[src/rtl/versatile_fifo_rd_ctrl.sv]
// versatile_fifo_rd_ctrl: read-side controller of the versatile FIFO with FWFT output
//
// Synchronises the write Gray pointer, issues RAM reads, absorbs the RAM's
// one-cycle registered-address latency in a 2-entry output buffer and
// returns the Gray read pointer to the write side.
//
// Ports:
//   clk           read-domain clock (also the RAM read clock)
//   rst           asynchronous, active-high reset
//   wptr_gray_i   write pointer, Gray coded, from the write domain
//   rptr_gray_o   read pointer, Gray coded, registered
//   ram_adr_o     RAM read address (RAM registers it on clk)
//   ram_q_i       RAM read data, valid the cycle after the address is registered
//   dout_o        head-of-FIFO word
//   dout_valid_o  dout_o holds a valid word
//   dout_ready_i  consumer accepts the head word
//   empty_o       nothing stored in the FIFO or the read pipeline
//   level_o       words visible to the read side (only with VERSATILE_FIFO_RD_LEVEL_EN)
//
// Optional feature macro: VERSATILE_FIFO_RD_LEVEL_EN
module versatile_fifo_rd_ctrl #(
    parameter int DATA_WIDTH  = 8,
    parameter int ADDR_WIDTH  = 9,
    parameter int SYNC_STAGES = 2
) (
    input  logic                  clk,
    input  logic                  rst,
    input  logic [ADDR_WIDTH:0]   wptr_gray_i,
    output logic [ADDR_WIDTH:0]   rptr_gray_o,
    output logic [ADDR_WIDTH-1:0] ram_adr_o,
    input  logic [DATA_WIDTH-1:0] ram_q_i,
    output logic [DATA_WIDTH-1:0] dout_o,
    output logic                  dout_valid_o,
    input  logic                  dout_ready_i,
`ifdef VERSATILE_FIFO_RD_LEVEL_EN
    output logic [ADDR_WIDTH:0]   level_o,
`endif
    output logic                  empty_o
);
    function automatic logic [ADDR_WIDTH:0] gray2bin(input logic [ADDR_WIDTH:0] g);
        logic [ADDR_WIDTH:0] b;
        for (int i = 0; i <= ADDR_WIDTH; i++) b[i] = ^(g >> i);
        return b;
    endfunction

    logic [ADDR_WIDTH:0]   sync_q [SYNC_STAGES];
    logic [ADDR_WIDTH:0]   wptr_bin, wptr_bin_n, rptr, rptr_n;
    logic [1:0]            occ, occ_n, idx;
    logic [2:0]            need;
    logic                  pend, pop, issue, empty_int;
    logic [DATA_WIDTH-1:0] head_q, tail_q, head_n, tail_n;

    assign wptr_bin     = gray2bin(sync_q[SYNC_STAGES-1]);
    // value the last sync stage takes on the coming edge, so empty_o/level_o track the state exactly
    assign wptr_bin_n   = gray2bin(sync_q[SYNC_STAGES-2]);
    assign empty_int    = rptr == wptr_bin;
    assign pop          = dout_valid_o & dout_ready_i;
    // words held or in flight after this edge; issue only if one more still fits in the buffer
    assign need         = {1'b0, occ} + {2'b0, pend} - {2'b0, pop};
    assign issue        = !empty_int && need < 3'd2;
    assign rptr_n       = rptr + {{ADDR_WIDTH{1'b0}}, issue};
    // slot the captured word lands in once the popped head has shifted out
    assign idx          = occ - {1'b0, pop};
    assign occ_n        = idx + {1'b0, pend};
    assign head_n       = (pend && idx == 2'd0) ? ram_q_i : pop ? tail_q : head_q;
    assign tail_n       = (pend && idx == 2'd1) ? ram_q_i : tail_q;
    assign ram_adr_o    = rptr[ADDR_WIDTH-1:0];
    assign dout_o       = head_q;
    assign dout_valid_o = occ != 2'd0;

    always_ff @(posedge clk or posedge rst)
        if (rst) begin
            for (int k = 0; k < SYNC_STAGES; k++) sync_q[k] <= '0;
            rptr        <= '0;
            rptr_gray_o <= '0;
            pend        <= 1'b0;
            occ         <= 2'd0;
            head_q      <= '0;
            tail_q      <= '0;
            empty_o     <= 1'b1;
        end else begin
            sync_q[0] <= wptr_gray_i;
            for (int k = 1; k < SYNC_STAGES; k++) sync_q[k] <= sync_q[k-1];
            rptr        <= rptr_n;
            rptr_gray_o <= rptr_n ^ (rptr_n >> 1);
            pend        <= issue;
            occ         <= occ_n;
            head_q      <= head_n;
            tail_q      <= tail_n;
            empty_o     <= rptr_n == wptr_bin_n && !issue && occ_n == 2'd0;
        end

`ifdef VERSATILE_FIFO_RD_LEVEL_EN
    always_ff @(posedge clk or posedge rst)
        if (rst)
            level_o <= '0;
        else
            level_o <= wptr_bin_n - rptr_n + {{(ADDR_WIDTH-1){1'b0}}, occ_n} + {{ADDR_WIDTH{1'b0}}, issue};
`endif
endmodule

[config.mk]
export PLATFORM = sky130hd
export DESIGN_NAME = versatile_fifo_rd_ctrl
export DESIGN_NICKNAME = d
export VERILOG_FILES = /design/src/rtl/versatile_fifo_rd_ctrl.sv
export SDC_FILE = /design/constraint.sdc
export NUM_CORES = 1
export LEC_CHECK = 0
export ABC_AREA = 1
export CAP_MARGIN = 40
export CORE_MARGIN = 2
export CORE_UTILIZATION = 35
export DETAILED_ROUTE_END_ITERATION = 12
export GPL_TIMING_DRIVEN = 0
export PLACE_DENSITY_LB_ADDON = 0.15
export SYNTH_ARGS = -nofsm -noshare
export SYNTH_HDL_FRONTEND = slang
export SYNTH_SLANG_ARGS = --single-unit
[constraint.sdc]
create_clock -name clk -period 9.7 [get_ports clk]
set_input_delay 0.97 -clock clk [delete_from_list [all_inputs] [get_ports clk]]
set_output_delay 0.97 -clock clk [all_outputs]
set_load 0.01 [all_outputs]
==> impl_metrics.ini <==
[drt]
dr_total_vias = 2900
drt_iter0_markers = 152
drtPass1Iterations = 5
route.detailed.drc = 0
routed_wl_mm = 7.51
vias_per_cell = 4.73
wl_per_cell_um = 12.3
ant_nets = 0

[worst_hold_path]
hp-start = sync_q[10]
hold_end = sync_q[0]
hold_path.class = reg -> reg
hold_depth = 0

[layout]
area_growth_pct = 27.0
drive_gt1_frac = 0.0538
final_util = 0.453
instances_no_fill = 613
fill_cells = 924
final_nets = 525
multi_input_area_mm2 = 0.00151
num_antenna_cells = 0
seq_area_mm2 = 0.00148

[cts]
cts_setup_buffers = 0
clkLatencyLatePin_ns = 0.34
h-tree-depth = 3
cts-buffers-inserted = 9
cts_root_buf = clkbuf_8
cts_tree = yes
cts_hold_buf = 0
clock_path_buffers = 2
cts_sinks = 59
cts_resized = 0
clk_pin_slew_ns = 0.06

[power_and_ir_drop]
power.leakage_nw = 2.18
powerDensity_mw_per_mm2 = 292
ir_drop_mv = 0.105
power_w = 0.00120

[worst_setup_path]
crit_arrival_ns = 5.30
r2r-start = occ[1]
cp.buffers_inverters = 3
start_kind = input port
r2r_slack_ns = 5.06
path_class = in -> reg
critPathMaxFanout = 10
slowest_stage = xor2_1
crit_chain = clkdlybuf4s50_1, nand2_1, clkinv_1, ha_1, or2_2, fa_1, xnor2_1, nand2_1, nor2_1, ha_1, ha_1, nand3_2, xor2_1, inv_1, nand2_1, nand2_1, nor2_1, nand3_1, nor2_1
max_stage_delay_ns = 0.51
path_common_cell = nand2_1
startpoint = dout_ready_i
r2r_end = empty_o
end_kind = flip-flop
path_delay_family = simple AND/OR/NAND/NOR gates
required_ns = 9.95
rr_worst_depth = 20

[sta]
slew_viol_final = 0
hold_violations = 0
setup_violations = 0
setup-tns-final_ns = 0
period_needed_ns = 5.05
finClkSkew_ns = 0.0131
post-route-period-util = 0.521
rsz0062_at_grt = no
setup_ws_ns = 4.65
fmax_ghz = 0.198
tightest_slew_ns = 0.613
slew_headroom = 0.591

[flow_run]
maxCapViolations = 0

[global_route]
grt_pass1_vias = 2797
grt_max_degree = 33
groute.usage.overall = 0.161
antenna_found_initial = 0
grt-ovfl-total = 0
grt_pass1_wl_mm = 12.7

[synth]
synthSimpleGateAreaFrac = 0.339
syn_area_mm2 = 0.00325
synth_top_family_by_area = simple AND/OR/NAND/NOR gates
synth_seq_cells = 59
synth_cell_types = 25
netlist_instances = 436
yosysSeqAreaShare = 0.454
yosysWarnings = 0
muxShareOfSynthArea = 0
synth_fa_ha_area_frac = 0.0292
synth_xor_area_frac = 0.0616
post_synth.cell_area_avg_um2 = 7.46
synth_nets = 464
synth-compound-area-share = 0.0354

[placed_design]
dp.cells = 597
io_buffers = 49
post-place-ws_ns = 4.32
dpl.hpwl_mm = 5.77
place_congestion = 0.799

[floorplan]
die_area_mm2 = 0.0101
row_count = 35
die_h_um = 100
start_util = 0.357
coreArea_mm2 = 0.00911
die-width_um = 100
ios = 50

[outcome]
outcome = finished, final reports clean
-- power by group --
part | internal (W) | leakage (nW) | switching (W)
Sequential | 0.000325 | 0.705 | 0.0000606
Combinational | 0.000251 | 1.36 | 0.000310
Clock | 0.000158 | 0.113 | 0.0000987
-- state kept, by name (all words and copies together), names as in the netlist --
| signal | flops |
|---|---|
| rptr_gray_o | 9 |
| empty_o | 1 |
| rptr | 10 |
| sync_q | 20 |
| pend | 1 |
| tail_q | 8 |
| dout_o | 8 |
| occ | 2 |
-- worst register-to-register path, cell delays in order, from the launching register on --
cell,delay [ns]
dfrtp_1,0.45
nor2_1,0.12
inv_1,0.06
nand2_1,0.26
clkinv_1,0.38
ha_1,0.38
or2_2,0.30
fa_1,0.38
xnor2_1,0.14
nand2_1,0.09
nor2_1,0.27
ha_1,0.28
ha_1,0.19
nand3_2,0.13
xor2_1,0.51
inv_1,0.14
nand2_1,0.09
nand2_1,0.06
nor2_1,0.08
nand3_1,0.08
nor2_1,0.16
-- per-layer routing --
metal	track usage	routed length, µm	part of all wire
met5	0	0	0
met4	0.0506	125	0.017
met1	0.196	3420	0.45
met3	0.0425	262	0.035
met2	0.279	3710	0.49
-- final cells by class --
type | instances | share of cell area
inverter | 65 | 0.0591
multi-input combinational | 308 | 0.366
clock buffer | 12 | 0.0376
sequential | 59 | 0.358
clock inverter | 4 | 0.0176
buffer | 4 | 0.00455
timing repair buffer | 50 | 0.124
tap | 111 | 0.0336
-- synthesized netlist by cell type, drive strengths merged --
library cell / n / share of area
nand2: 168 / 0.20
nand3: 68 / 0.11
inv: 64 / 0.074
dfrtp: 58 / 0.45
nor2: 16 / 0.019
xor2: 14 / 0.038
o21ai: 9 / 0.014
o211ai: 8 / 0.018
xnor2: 8 / 0.024
ha: 6 / 0.023
nand3b: 4 / 0.0092
clkbuf: 3 / 0.0035
nand4: 3 / 0.0058
a21oi: 2 / 0.0031
buf: 1 / 0.0023
clkinv: 1 / 0.0012
dfstp: 1 / 0.0081
fa: 1 / 0.0062
or2: 1 / 0.0019
-- cells by family (layout without fill, tap and decap cells) --
logic type               count (synthesis)  in the layout
buffers and inverters                   69            135
adder cells (fa/ha/maj)                  7              7
AND/OR/NAND/NOR                        260            260
AO/OA/AOI/OAI                           19             19
flip-flops                              59             59
XOR/XNOR                                22             22
-- worst max-delay path by stage --
stage          endpoint  slack [ns]  cells past startpoint
6_report        empty_o        4.65                     19
4_1_cts         empty_o        4.64                     19
3_5_place_dp    empty_o        4.32                     19
3_3_place_gp    empty_o        4.23                     19
2_1_floorplan   empty_o        5.67                     20
5_1_grt         empty_o        4.24                     19
-- cell usage in the layout, fill, tap and decap left out, types with 2 or more instances in the layout --
cell type and instances:
clkbuf_1 4, o211ai_1 8, a21oi_1 2, nand3_1 67, bufinv_16 2, nand4_1 3, clkbuf_8 11, nand2_2 3
o21ai_0 8, inv_1 62, inv_2 2, ha_1 6, nand2_1 165, xor2_1 14, dfrtp_1 58, xnor2_1 7
nor2_1 15, clkdlybuf4s50_1 49, nand3b_1 4
-- metrics by stage --
stage          cell area (µm²)  hold WS, ns
3_5_place_dp              3900        0.400
4_1_cts                   4130        0.415
5_1_grt                   4130        0.456
2_1_floorplan             3250        0.374
6_report                  4130        0.411
3_3_place_gp              3880        0.386
No activity file was read; power rests on OpenSTA's default activity.
